$ cat src/rtl/fetch_queue.sv
// Prefetching instruction-fetch front end: sequential PC generation, req/ack memory
// handshake, DEPTH-entry {word, addr} FIFO toward decode, redirect flush with stale-ack drop.
module fetch_queue #(
    parameter int unsigned      WIDTH    = 16,
    parameter int unsigned      DEPTH    = 4,
    parameter logic [WIDTH-1:0] RESET_PC = '0,
    parameter logic [WIDTH-1:0] PC_STEP  = WIDTH'(2)
) (
    input  logic             clk,
    input  logic             rst,
    output logic             imem_req,
    output logic [WIDTH-1:0] imem_addr,
    input  logic             imem_ack,
    input  logic [WIDTH-1:0] imem_data,
    input  logic             redirect,
    input  logic [WIDTH-1:0] redirect_pc,
    input  logic             halt,
    output logic             instr_valid,
    output logic [WIDTH-1:0] instr,
    output logic [WIDTH-1:0] instr_pc,
    input  logic             instr_ready,
    output logic             err
);

    localparam int unsigned PTR_W = (DEPTH > 1) ? $clog2(DEPTH) : 1;
    localparam int unsigned CNT_W = $clog2(DEPTH + 1);

    typedef enum logic {FETCH, DROP} state_e;

    state_e           state_q, state_d;
    logic [WIDTH-1:0] pc_q, pc_d;
    logic [WIDTH-1:0] drop_addr_q, drop_addr_d;
    logic             pend_q, pend_d;
    logic             err_q, err_d;
    logic [CNT_W-1:0] count_q, count_d;
    logic [PTR_W-1:0] rd_ptr_q, rd_ptr_d;
    logic [PTR_W-1:0] wr_ptr_q, wr_ptr_d;
    logic [WIDTH-1:0] word_q [DEPTH];
    logic [WIDTH-1:0] addr_q [DEPTH];

    logic full;
    logic push;
    logic pop;

    assign full        = (count_q == CNT_W'(DEPTH));
    assign instr_valid = (count_q != '0);
    assign instr       = word_q[rd_ptr_q];
    assign instr_pc    = addr_q[rd_ptr_q];
    assign err         = err_q;
    assign push        = (state_q == FETCH) && imem_req && imem_ack && !redirect;
    assign pop         = instr_valid && instr_ready && !redirect;

    always_ff @(posedge clk or posedge rst) begin
        if (rst) begin
            state_q     <= FETCH;
            pc_q        <= RESET_PC;
            drop_addr_q <= RESET_PC;
            pend_q      <= 1'b0;
            err_q       <= 1'b0;
            count_q     <= '0;
            rd_ptr_q    <= '0;
            wr_ptr_q    <= '0;
        end else begin
            state_q     <= state_d;
            pc_q        <= pc_d;
            drop_addr_q <= drop_addr_d;
            pend_q      <= pend_d;
            err_q       <= err_d;
            count_q     <= count_d;
            rd_ptr_q    <= rd_ptr_d;
            wr_ptr_q    <= wr_ptr_d;
        end
    end

    always_ff @(posedge clk) begin
        if (push) begin
            word_q[wr_ptr_q] <= imem_data;
            addr_q[wr_ptr_q] <= pc_q;
        end
    end

    always_comb begin
        state_d = state_q;
        case (state_q)
            FETCH:   if (redirect && imem_req && !imem_ack) state_d = DROP;
            DROP:    if (imem_ack) state_d = FETCH;
            default: state_d = FETCH;
        endcase
    end

    // An issued request is held (pend_q) even if halt rises; halt only gates new requests.
    always_comb begin
        imem_req  = 1'b0;
        imem_addr = pc_q;
        if (state_q == DROP) begin
            imem_req  = 1'b1;
            imem_addr = drop_addr_q;
        end else begin
            imem_req = pend_q || (!halt && !full);
        end
        if (rst) imem_req = 1'b0;
    end

    always_comb begin
        pc_d        = pc_q;
        drop_addr_d = drop_addr_q;
        pend_d      = pend_q;
        err_d       = err_q | (imem_ack & ~imem_req);
        count_d     = count_q;
        rd_ptr_d    = rd_ptr_q;
        wr_ptr_d    = wr_ptr_q;

        if (state_q == FETCH && imem_req) begin
            pend_d = !imem_ack;
            if (imem_ack) pc_d = pc_q + PC_STEP;
        end
        if (push) wr_ptr_d = wr_ptr_q + PTR_W'(1);
        if (pop)  rd_ptr_d = rd_ptr_q + PTR_W'(1);
        case ({push, pop})
            2'b10:   count_d = count_q + CNT_W'(1);
            2'b01:   count_d = count_q - CNT_W'(1);
            default: count_d = count_q;
        endcase

        if (redirect) begin
            pc_d     = redirect_pc;
            pend_d   = 1'b0;
            count_d  = '0;
            rd_ptr_d = '0;
            wr_ptr_d = '0;
            if (state_q == FETCH) drop_addr_d = pc_q;
        end
    end

endmodule

$ cat config.mk
export PLATFORM = sky130hd
export DESIGN_NAME = fetch_queue
export DESIGN_NICKNAME = d
export VERILOG_FILES = /design/src/rtl/fetch_queue.sv
export SDC_FILE = /design/constraint.sdc
export NUM_CORES = 1
export LEC_CHECK = 0
export ABC_CLOCK_PERIOD_IN_PS = 4600
export BUFFER_PORTS_ARGS = -buffer_cell sky130_fd_sc_hd__clkbuf_2
export CAP_MARGIN = 40
export CORE_MARGIN = 2
export CORE_UTILIZATION = 61
export DETAILED_ROUTE_END_ITERATION = 8
export PLACE_DENSITY = 0.84
export SLEW_MARGIN = 20
export SYNTH_ARGS = -nofsm -noshare
export SYNTH_HDL_FRONTEND = slang
export SYNTH_SLANG_ARGS = --single-unit
$ cat constraint.sdc
create_clock -name clk -period 4.6 [get_ports clk]
set_input_delay 0.69 -clock clk [delete_from_list [all_inputs] [get_ports clk]]
set_output_delay 0.69 -clock clk [all_outputs]
set_load 0.005 [all_outputs]
# Yosys cells after proc, flatten, opt, wreduce, memory -nomap -nowiden
# Memories as Yosys holds them, arrays and structs flattened.
# Index checks and enable logic that the tools add are counted.
[classes] addsub=5 n_eq_ne=3 mux=19 bitwise_logic=4 n_reduce_logical=20
[op_table] op="$mux 16" n=4
[op_table] op="$add 16x2->16 const B" n=1
[op_table] op="$logic_and 1x1->1" n=8
[op_table] op="$mux 1" n=8
[op_table] op="$mux 2" n=4
[op_table] op="$reduce_bool 2->1" n=4
[op_table] op="$pmux 3 s2" n=1
[op_table] op="$reduce_bool 3->1" n=2
[op_table] op="$add 2x1->2 const B" n=2
[op_table] op="$logic_not 1->1" n=4
[op_table] op="$add 3x1->3 const B" n=1
[op_table] op="$eq 3x3->1 const B" n=1
[op_table] op="$mux 3" n=1
[op_table] op="$sub 3x1->3 const B" n=1
[op_table] op="$eq 2x1->1 const B" n=1
[op_table] op="$eq 2x2->1 const B" n=1
[op_table] op="$not 1->1" n=2
[op_table] op="$pmux 1 s2" n=1
[op_table] op="$reduce_and 2->1" n=1
[op_table] op="$and 1x1->1" n=1
[op_table] op="$logic_or 1x1->1" n=1
[op_table] op="$or 1x1->1" n=1
[totals] regBits=42 mem_bits_rw=128 input_bits=38 out_inout_bits=51 word_cells=61 memories=2
[memory_table] memory="addr_q" words=4 width=16 rd=1 rd_clocked_by_memory_dff=0 wr=1 line="39" rtl="logic [WIDTH-1:0] addr_q [DEPTH];"
[memory_table] memory="word_q" words=4 width=16 rd=1 rd_clocked_by_memory_dff=0 wr=1 line="38" rtl="logic [WIDTH-1:0] word_q [DEPTH];"

# Longest topological paths before layout
# Gate-level depths: netlist (run 1).
[logic_depth] ltp_word=12 depth_mapped=9 mapped_depth_nobuf=7

# Worst setup path before layout (run 1)
# Ideal clock, no wire load.
[synth_timing] path_kind="input port to flip-flop" startpoint="input imem_ack" endpoint="memory addr_q[0][0] (enable)" arrival_ns=2.254 path_slack_ns=1.954 stages=4 path_cell_list="nor3b_4 and3_1 buf_2 and3_1"
[synth_between] elab_chain_cells=4
[synth_lines] item="start, declared" line="13" rtl="input logic imem_ack,"
[synth_lines] item="$logic_and 1x1->1 (2 in a row)" line="50" rtl="assign push = (state_q == FETCH) && imem_req && imem_ack && !redirect;"
[synth_lines] item="$mux 1" line="76" rtl="if (push) begin"
[synth_lines] item="$mux 1 (implied by the code)" line="78" rtl="addr_q[wr_ptr_q] <= pc_q;"
[synth_lines] item="end, declared" line="39"
# Every way passes these cells.

# Final worst setup path (run 1)
[layout_timing] startpoint="register rd_ptr_q[0]" endpoint="output instr[12]"
[layout_between] elab_chain_cells=1
[layout_lines] item="start, declared" line="36" rtl="logic [PTR_W-1:0] rd_ptr_q, rd_ptr_d;"
[layout_lines] item="start signal, assigned" line="70" rtl="rd_ptr_q <= rd_ptr_d;"
[layout_lines] item="$mem_v2 4x16"
[layout_lines] item="end, declared" line="19" rtl="output logic [WIDTH-1:0] instr,"
# Every way passes these cells.

==> results of run 1 <==
==> layer usage <==
| layer | GRT usage [%] | vias to the layer above | routed length (um) |
|---|---|---|---|
| met1 | 32.2 | 1972 | 5400 |
| met4 | 7.77 | 0 | 42 |
| met5 | 0 | - | 0 |
| met3 | 5.70 | 4 | 797 |
| li1 | - | 1793 | - |
| met2 | 37.5 | 136 | 6680 |
==> cell families after synthesis <==
family / after synthesis
flip-flops: 170
AND/OR/NAND/NOR: 123
multiplexers: 52
AO/OA/AOI/OAI: 32
buffers and inverters: 29
XOR/XNOR: 8
adder cells (fa/ha/maj): 6
==> path summary, 6_finish.rpt <==
path | cells after the start | to | slack (ns) | from
min in group clk | 2 | state_q | 0.45 | imem_ack
min reg2reg | 1 | err | 0.47 | err
min | 2 | drop_addr_q[7] | 0.22 | rst
max in group asynchronous | 3 | rd_ptr_q[0] | 3.78 | rst
max reg2reg | 8 | count_q[2] | 1.87 | state_q
max | 3 | instr[12] | 1.58 | rd_ptr_q[0]
==> synth_stat cells (3+ instances only) <==
cell type  number
edfxtp_1      128
nor2_1         64
dfrtp_1        42
mux4_2         32
mux2_2         17
nand2_1        17
clkbuf_1       15
a31oi_1        10
o21ai_0        10
and3_1          9
buf_2           7
inv_1           7
o31ai_1         7
or4_1           7
ha_1            5
nand3_1         5
nand4_1         5
xor2_1          5
mux2i_1         3
or3_1           3
xnor2_1         3
==> registers in the layout, indices dropped and copies added (netlist names) <==
name,count
err,1
pend_q,1
wr_ptr_q,2
count_q,3
rd_ptr_q,2
word_q,64
addr_q,64
pc_q,16
state_q,1
drop_addr_q,16
==> cell type report <==
cell class / instances / share of cell area [%]
Inverter: 7 / 0.324
Clock inverter: 15 / 1.85
Clock buffer: 17 / 5.25
Timing Repair Buffer: 98 / 6.70
Sequential cell: 170 / 60.4
Multi-Input combinational cell: 221 / 23.3
Tap cell: 140 / 2.16
==> report_power, final <==
group / total, mW / switching (mW) / internal [mW]
Combinational: 0.675 / 0.295 / 0.380
Sequential: 1.86 / 0.122 / 1.73
Clock: 1.38 / 0.584 / 0.797
Total: 3.91 / 1.00 / 2.91
==> through the flow <==
stage	hold slack, ns	std cells
finish	0.225	668
global route	0.237	668
CTS	0.211	667
detailed placement	0.457	635
global placement	0.452	634
floorplan	0.459	420
==> worst reg2reg max path, stage by stage, from the launching register on <==
cell	delay, ns
dfrtp_1	0.43
buf_8	0.19
nor3b_4	0.35
and3_1	0.49
nor3_1	0.12
fa_1	0.41
and2_1	0.14
mux2i_1	0.15
mux2_2	0.34
==> flow_summary.json, run 1 <==
{
  "status": "finished clean",
  "setup_ws_ns": 1.58,
  "place.gp.congestion": 0.809,
  "final_util_pct": 74.1,
  "synth.distinct_cells": 33,
  "clkTransAtPathRegs_ns": 0.07,
  "multi_input_area_mm2": 0.00189,
  "slew-limit-headroom_pct": 48.2,
  "syn_area_mm2": 0.00690,
  "yosys_warnings": 0,
  "synthMuxAreaShare_pct": 13.7,
  "start_util_pct": 63.1,
  "cts_buffers": 17,
  "path_max_fanout": 22,
  "clock_path_buffers": 2,
  "wl_mm": 12.9,
  "post_cts_buffers": 0,
  "cap_violations": 0,
  "dp_hpwl_mm": 7.85,
  "finalSetupTns_ns": 0,
  "synthAdderAreaFrac_pct": 1.20,
  "tightest_slew_ns": 0.777,
  "first_iter_violations": 220,
  "cts_max_level": 4,
  "grt_antenna_before_repair": 0,
  "clk_latency_ns": 0.42,
  "yosysSeqAreaShare_pct": 70.9,
  "synth_top_area_cell": "edfxtp_1",
  "fillers": 662,
  "layout-drive-gt1-share_pct": 34.5,
  "diodes": 0,
  "grt_max_degree": 44,
  "place.port_buffers": 88,
  "crit_slowest_cell": "dfrtp_2",
  "tritoncts": "yes",
  "die_area_mm2": 0.0122,
  "synth.top_cells.by_area": "edfxtp_1, dfrtp_1, mux4_2, nor2_1, mux2_2",
  "grt_pass1_wl_mm": 20.7,
  "netlist_instances": 420,
  "vias": 3905,
  "cts_hold_buffers": 0,
  "synth_xor_xnor_area_share_pct": 1.02,
  "synth_edf_count": 128,
  "root_buffer": "clkbuf_16",
  "die_w_um": 110,
  "postRouteAntennaNets": 0,
  "seq_area_mm2": 0.00490,
  "yosys.area_share.simple_pct": 8.61,
  "crit_path_end_kind": "primary output",
  "final_cell_mix": "edfxtp_1, clkbuf_2, nor2_1, dfrtp_1, mux4_2",
  "synth_top_family_by_area": "multiplexers",
  "timing.fmax_mhz": 332,
  "area_delta_synth_final_pct": 17.4,
  "setup-violations-final": 0,
  "syn-num-nets": 464,
  "hold_violations": 0,
  "routedWlPerCell_um": 19.3,
  "grt_overflow": 0,
  "cts.sinks": 170,
  "grt_pass1_vias": 4026,
  "powerDensity_mw_per_mm2": 483,
  "post_cts_resized": 0,
  "synth_compound_area_share_pct": 2.88,
  "max_stage_delay_ns": 0.83,
  "post-route-period-util_pct": 65.6,
  "firstDrtPassIters": 4,
  "rows": 38,
  "min_path_type": "input port to async pin",
  "synth_top_cell_area_share_pct": 55.7,
  "ys_seq_elements": 170,
  "grt_usage_pct": 23.4,
  "cp.arrival_ns": 2.33,
  "final_cell_area_mm2": 0.00810,
  "drc": 0,
  "nets": 559,
  "period_needed_ns": 3.02,
  "placed_cell_area_mm2": 0.00751,
  "crit_buf_inv": 2,
  "worstSetupPathType": "register to primary output",
  "maxSlewViolCount": 0,
  "top_level_ports": 89,
  "cp-start-kind": "register",
  "fin_skew_ns": 0.0107,
  "ys_async_sr_fraction_pct": 24.7,
  "core_area_mm2": 0.0109,
  "synth_ff_type": "edfxtp_1",
  "dp_slack_ns": 1.67,
  "cp.required_ns": 3.91,
  "postSynthAreaPerCell_um2": 16.4,
  "via_per_inst": 5.85,
  "final_common_cell": "edfxtp_1",
  "ir_drop_mv": 0.419,
  "p_total_mw": 3.91,
  "rsz0062_at_grt": "false",
  "path_cells": "buf_4 > mux4_2 > clkbuf_2",
  "die_h_um": 110,
  "path_delay_family": "flip-flops",
  "leakagePower_nw": 2.97
}
No activity file was read; power rests on OpenSTA's default activity.
==> run 2: changes to the inputs <==
--- a/config.mk
+++ b/config.mk
@@ -5,13 +5,13 @@
 export SDC_FILE = /design/constraint.sdc
 export NUM_CORES = 1
 export LEC_CHECK = 0
-export ABC_CLOCK_PERIOD_IN_PS = 4600
+export ABC_CLOCK_PERIOD_IN_PS = 2450
 export BUFFER_PORTS_ARGS = -buffer_cell sky130_fd_sc_hd__clkbuf_2
 export CAP_MARGIN = 40
 export CORE_MARGIN = 2
-export CORE_UTILIZATION = 61
+export CORE_UTILIZATION = 52
 export DETAILED_ROUTE_END_ITERATION = 8
-export PLACE_DENSITY = 0.84
+export PLACE_DENSITY = 0.76
 export SLEW_MARGIN = 20
 export SYNTH_ARGS = -nofsm -noshare
 export SYNTH_HDL_FRONTEND = slang
==> constraint.sdc (replaced) <==
create_clock -name clk -period 2.45 [get_ports clk]
set_input_delay 0.3675 -clock clk [delete_from_list [all_inputs] [get_ports clk]]
set_output_delay 0.3675 -clock clk [all_outputs]
set_load 0.005 [all_outputs]
==> run 2 against run 1 <==
Effect of this change: worst setup slack got worse by 1.5 ns; non-clock buffer count rose by 8; die area rose by 17%; power up 91%; sequential power is 83% higher; design area increased by 2.2%; critical endpoint is now imem_req; largest cell class unchanged; highest routed layer unchanged.
==> flow_summary.json, run 2 (synthesis gave the netlist of run 1 again) <==
{
  "layout-drive-gt1-share_pct": 36.6,
  "first_iter_violations": 312,
  "ir_drop_mv": 0.591,
  "grt_overflow": 0,
  "slew-limit-headroom_pct": 69.6,
  "post_cts_resized": 0,
  "clkTransAtPathRegs_ns": 0.06,
  "path_cells": "or4b_1 > buf_4 > a21oi_1 > nor2_1 > clkbuf_2",
  "r2r_slack_ns": 0.16,
  "timing.fmax_mhz": 427,
  "cts_max_level": 4,
  "rsz0062_at_grt": "false",
  "crit_path_end_kind": "primary output",
  "hold_violations": 0,
  "hold_ws_ns": 0.0444,
  "cts_hold_buffers": 0,
  "nets": 567,
  "crit_slowest_cell": "or4b_1",
  "grt_pass1_wl_mm": 21.1,
  "period_needed_ns": 2.34,
  "wl_mm": 13.0,
  "finalSetupTns_ns": 0,
  "drc": 0,
  "final_cell_area_mm2": 0.00828,
  "worstSetupPathType": "register to primary output",
  "post-route-period-util_pct": 95.6,
  "final_cell_mix": "edfxtp_1, clkbuf_2, nor2_1, dfrtp_1, mux4_2",
  "top_regs": "addr_q x64, word_q x64",
  "tritoncts": "yes",
  "cts.sinks": 170,
  "start_util_pct": 52.7,
  "cap_violations": 0,
  "maxSlewViolCount": 0,
  "cts_buffers": 17,
  "cp.required_ns": 2.08,
  "max_stage_delay_ns": 0.56,
  "leakagePower_nw": 3.02,
  "clock_path_buffers": 2,
  "min_path_type": "input port to async pin",
  "vias": 3913,
  "grt_max_degree": 37,
  "firstDrtPassIters": 4,
  "routedWlPerCell_um": 18.3,
  "die_h_um": 119,
  "top_level_ports": 89,
  "grt_antenna_before_repair": 0,
  "place.port_buffers": 88,
  "p_total_mw": 7.47,
  "cp.arrival_ns": 1.98,
  "powerDensity_mw_per_mm2": 901,
  "setup_ws_ns": 0.107,
  "clk_latency_ns": 0.42,
  "post_cts_buffers": 0,
  "fin_skew_ns": 0.00798,
  "placed_cell_area_mm2": 0.00761,
  "cp-start-kind": "register",
  "path_max_fanout": 7,
  "postRouteAntennaNets": 0,
  "via_per_inst": 5.50,
  "die_w_um": 119,
  "diodes": 0,
  "setup-violations-final": 0,
  "grt_pass1_vias": 4085,
  "die_area_mm2": 0.0142,
  "root_buffer": "clkbuf_16",
  "rows": 42,
  "dp_hpwl_mm": 8.23,
  "dp_slack_ns": 0.185,
  "area_delta_synth_final_pct": 20.0,
  "grt_usage_pct": 19.7,
  "tightest_slew_ns": 0.457,
  "core_area_mm2": 0.0131,
  "place.gp.congestion": 0.891,
  "final_common_cell": "edfxtp_1",
  "status": "finished clean"
}
==> run 2: changes by cell type in the layout (fill, tap and decap cells not counted), sizes merged <==
cell	previous run	this run
bufinv	2	1
clkinv	6	3
buf	10	18
inv	9	13
==> run 2: path summary, 6_finish.rpt <==
check | startpoint | endpoint | cells past startpoint
min | rst | pend_q | 3
max in group asynchronous | rst | rd_ptr_q[0] | 3
min in group clk | imem_ack | state_q | 2
min reg2reg | err | err | 1
max | count_q[0] | imem_req | 5
max reg2reg | count_q[0] | count_q[2] | 7
==> run 2: through the flow <==
step	cells	utilization [%]
2_1_floorplan	420	-
5_1_grt	712	63.3
3_3_place_gp	676	58.2
4_1_cts	708	62.6
3_5_place_dp	676	58.2
6_report	712	63.3
==> run 2: routing by layer <==
layer  track usage [%]  up-vias  routed length (um)
li1                  -     1815                   -
met1              26.7     1966                5680
met2              32.0      122                6590
met3              4.98       10                 628
met4              5.51        0                 130
met5                 0        -                   0
==> run 2: worst max-delay path, delay by kind of cell, from the launching register on <==
kind / cells / cell delay [ns]
and+or+nand+nor: 2 / 0.63
DFF: 1 / 0.44
buffers and inverters: 2 / 0.29
AOI/OAI and AO/OA: 1 / 0.20
==> run 2: area by class of cell <==
class	instances	area, um^2
Inverter	7	26.3
Clock inverter	15	159
Sequential cell	170	4900
Clock buffer	17	425
Timing Repair Buffer	106	658
Tap cell	176	220
Fill cell	932	4800
Multi-Input combinational cell	221	1900
==> run 2: where the power goes <==
| part | internal [mW] | switching, mW | leakage [nW] |
|---|---|---|---|
| clock | 1.44 | 1.16 | 0.270 |
| sequential | 3.25 | 0.141 | 1.65 |
| combinational | 0.798 | 0.679 | 1.11 |
==> run 3: changes to the inputs <==
==> config.mk (replaced) <==
export PLATFORM = sky130hd
export DESIGN_NAME = fetch_queue
export DESIGN_NICKNAME = d
export VERILOG_FILES = /design/src/rtl/fetch_queue.sv
export SDC_FILE = /design/constraint.sdc
export NUM_CORES = 1
export LEC_CHECK = 0
export ABC_CLOCK_PERIOD_IN_PS = 2600
export BUFFER_PORTS_ARGS = -buffer_cell sky130_fd_sc_hd__buf_4
export CAP_MARGIN = 40
export CORE_MARGIN = 4
export CORE_UTILIZATION = 57
export DETAILED_ROUTE_END_ITERATION = 8
export PLACE_DENSITY = 0.79
export SLEW_MARGIN = 20
export SYNTH_ARGS = -nofsm -noshare
export SYNTH_HDL_FRONTEND = slang
export SYNTH_SLANG_ARGS = --single-unit
==> constraint.sdc (replaced) <==
create_clock -name clk -period 2.6 [get_ports clk]
set_input_delay 0.39 -clock clk [delete_from_list [all_inputs] [get_ports clk]]
set_output_delay 0.39 -clock clk [all_outputs]
set_load 0.005 [all_outputs]
==> run 3 against run 2 <==
Effect of this change: register-to-register slack improved by 0.03 ns; worst setup slack improved by 0.079 ns; non-clock buffer count down 4; clock skew shrank 0.0017 ns; sequential power fell by 5%; critical path type is now register to register; largest cell class unchanged; largest power group unchanged.
==> flow_summary.json, run 3 (synthesis gave the netlist of run 1 again) <==
{
  "layout-drive-gt1-share_pct": 36.1,
  "top_regs": "addr_q x64, word_q x64",
  "root_buffer": "clkbuf_16",
  "start_util_pct": 59.4,
  "period_needed_ns": 2.41,
  "drc": 0,
  "top_level_ports": 89,
  "routedWlPerCell_um": 19.2,
  "tightest_slew_ns": 0.795,
  "core_area_mm2": 0.0116,
  "diodes": 0,
  "path_max_fanout": 8,
  "dp_hpwl_mm": 8.20,
  "post_cts_buffers": 0,
  "grt_max_degree": 44,
  "cp.required_ns": 2.91,
  "hold_violations": 0,
  "fillers": 733,
  "maxSlewViolCount": 0,
  "ir_drop_mv": 0.418,
  "slew-limit-headroom_pct": 47.0,
  "cts.sinks": 170,
  "max_stage_delay_ns": 0.55,
  "path_delay_family": "simple AND/OR/NAND/NOR gates",
  "grt_overflow": 0,
  "cts_buffers": 17,
  "vias": 3892,
  "area_delta_synth_final_pct": 22.0,
  "worstSetupPathType": "register to register",
  "place.port_buffers": 88,
  "wl_mm": 13.0,
  "grt_pass1_vias": 4039,
  "crit_buf_inv": 0,
  "final_cell_area_mm2": 0.00842,
  "cp-start-kind": "register",
  "final_util_pct": 72.5,
  "cts_max_level": 4,
  "path_cells": "or4b_1 > and3_1 > nor3_1 > fa_1 > nor2_1 > mux2i_1 > mux2_2",
  "die_area_mm2": 0.0139,
  "min_path_type": "input port to async pin",
  "nets": 563,
  "crit_slowest_cell": "or4b_1",
  "cts_hold_buffers": 0,
  "status": "finished clean",
  "via_per_inst": 5.77,
  "cp.arrival_ns": 2.72,
  "finalSetupTns_ns": 0,
  "grt_pass1_wl_mm": 21.1,
  "rows": 39,
  "final_common_cell": "edfxtp_1",
  "post-route-period-util_pct": 92.9,
  "clock_path_buffers": 2,
  "final_cell_mix": "edfxtp_1, buf_4, nor2_1, dfrtp_1, mux4_2",
  "clkTransAtPathRegs_ns": 0.07,
  "grt_usage_pct": 19.7,
  "setup-violations-final": 0,
  "crit_path_end_kind": "register",
  "cap_violations": 0,
  "timing.rr.start": "count_q[0]",
  "place.gp.congestion": 0.763,
  "placed_cell_area_mm2": 0.00776,
  "powerDensity_mw_per_mm2": 846,
  "timing.fmax_mhz": 414,
  "grt_antenna_before_repair": 0,
  "rsz0062_at_grt": "false",
  "firstDrtPassIters": 4,
  "first_iter_violations": 308,
  "cp-startpoint": "count_q[0]",
  "tritoncts": "yes",
  "die_w_um": 118,
  "clk_latency_ns": 0.42,
  "die_h_um": 118,
  "postRouteAntennaNets": 0,
  "leakagePower_nw": 3.06,
  "fin_skew_ns": 0.00630,
  "post_cts_resized": 0
}
run 3: cell types whose count changed in the layout (fill, tap and decap cells not counted), sizes merged:
cell / previous run / this run
buf: 18 / 102
clkinvlp: 5 / 3
clkbuf: 105 / 17
inv: 13 / 16
clkinv: 3 / 2
run 3: worst reg2reg max path: cells and delay by family (launching register included):
family	cells	cell delay (ns)
AND/OR/NAND/NOR	4	1.16
multiplexers	2	0.47
flip-flops	1	0.44
adder cells (fa/ha/maj)	1	0.24
run 3: final timing paths:
| kind | cells after the start | slack [ns] | to |
|---|---|---|---|
| max in group asynchronous | 3 | 2.27 | rd_ptr_q[0] |
| min reg2reg | 1 | 0.48 | err |
| min in group clk | 2 | 0.13 | state_q |
| min | 3 | 0.05 | count_q[1] |
| max | 7 | 0.19 | count_q[2] |
| max reg2reg | 7 | 0.19 | count_q[2] |
run 3: layer usage:
layer / vias to the layer above / share of wire (%) / track usage [%]
li1: 1815 / - / -
met1: 1913 / 42 / 25.9
met2: 143 / 49 / 31.9
met5: - / 0 / 0
met4: 0 / 2.0 / 7.11
met3: 21 / 7.0 / 5.62
run 3: through the flow:
stage	power [mW]	hold WS (ns)	instances	worst slack, ns
5_1_grt	7.47	0.0577	675	0.0616
6_report	7.13	0.0496	675	0.186
4_1_cts	7.20	0.0370	672	0.147
3_3_place_gp	4.72	0.455	640	0.314
2_1_floorplan	4.10	0.456	420	0.124
3_5_place_dp	4.75	0.458	640	0.194
run 3: power by group:
| group | internal [mW] | switching [mW] | total [mW] |
|---|---|---|---|
| clock | 1.36 | 1.08 | 2.44 |
| combinational | 0.857 | 0.605 | 1.46 |
| sequential | 3.07 | 0.159 | 3.23 |
| total | 5.28 | 1.84 | 7.13 |
run 3: cell type report:
cell class	instances	area, um^2	share of cell area (%)
Tap cell	143	179	2.13
Clock inverter	15	156	1.86
Sequential cell	170	4900	58.2
Clock buffer	17	425	5.05
Multi-Input combinational cell	221	1890	22.5
Timing Repair Buffer	102	843	10.0
Inverter	7	26.3	0.312
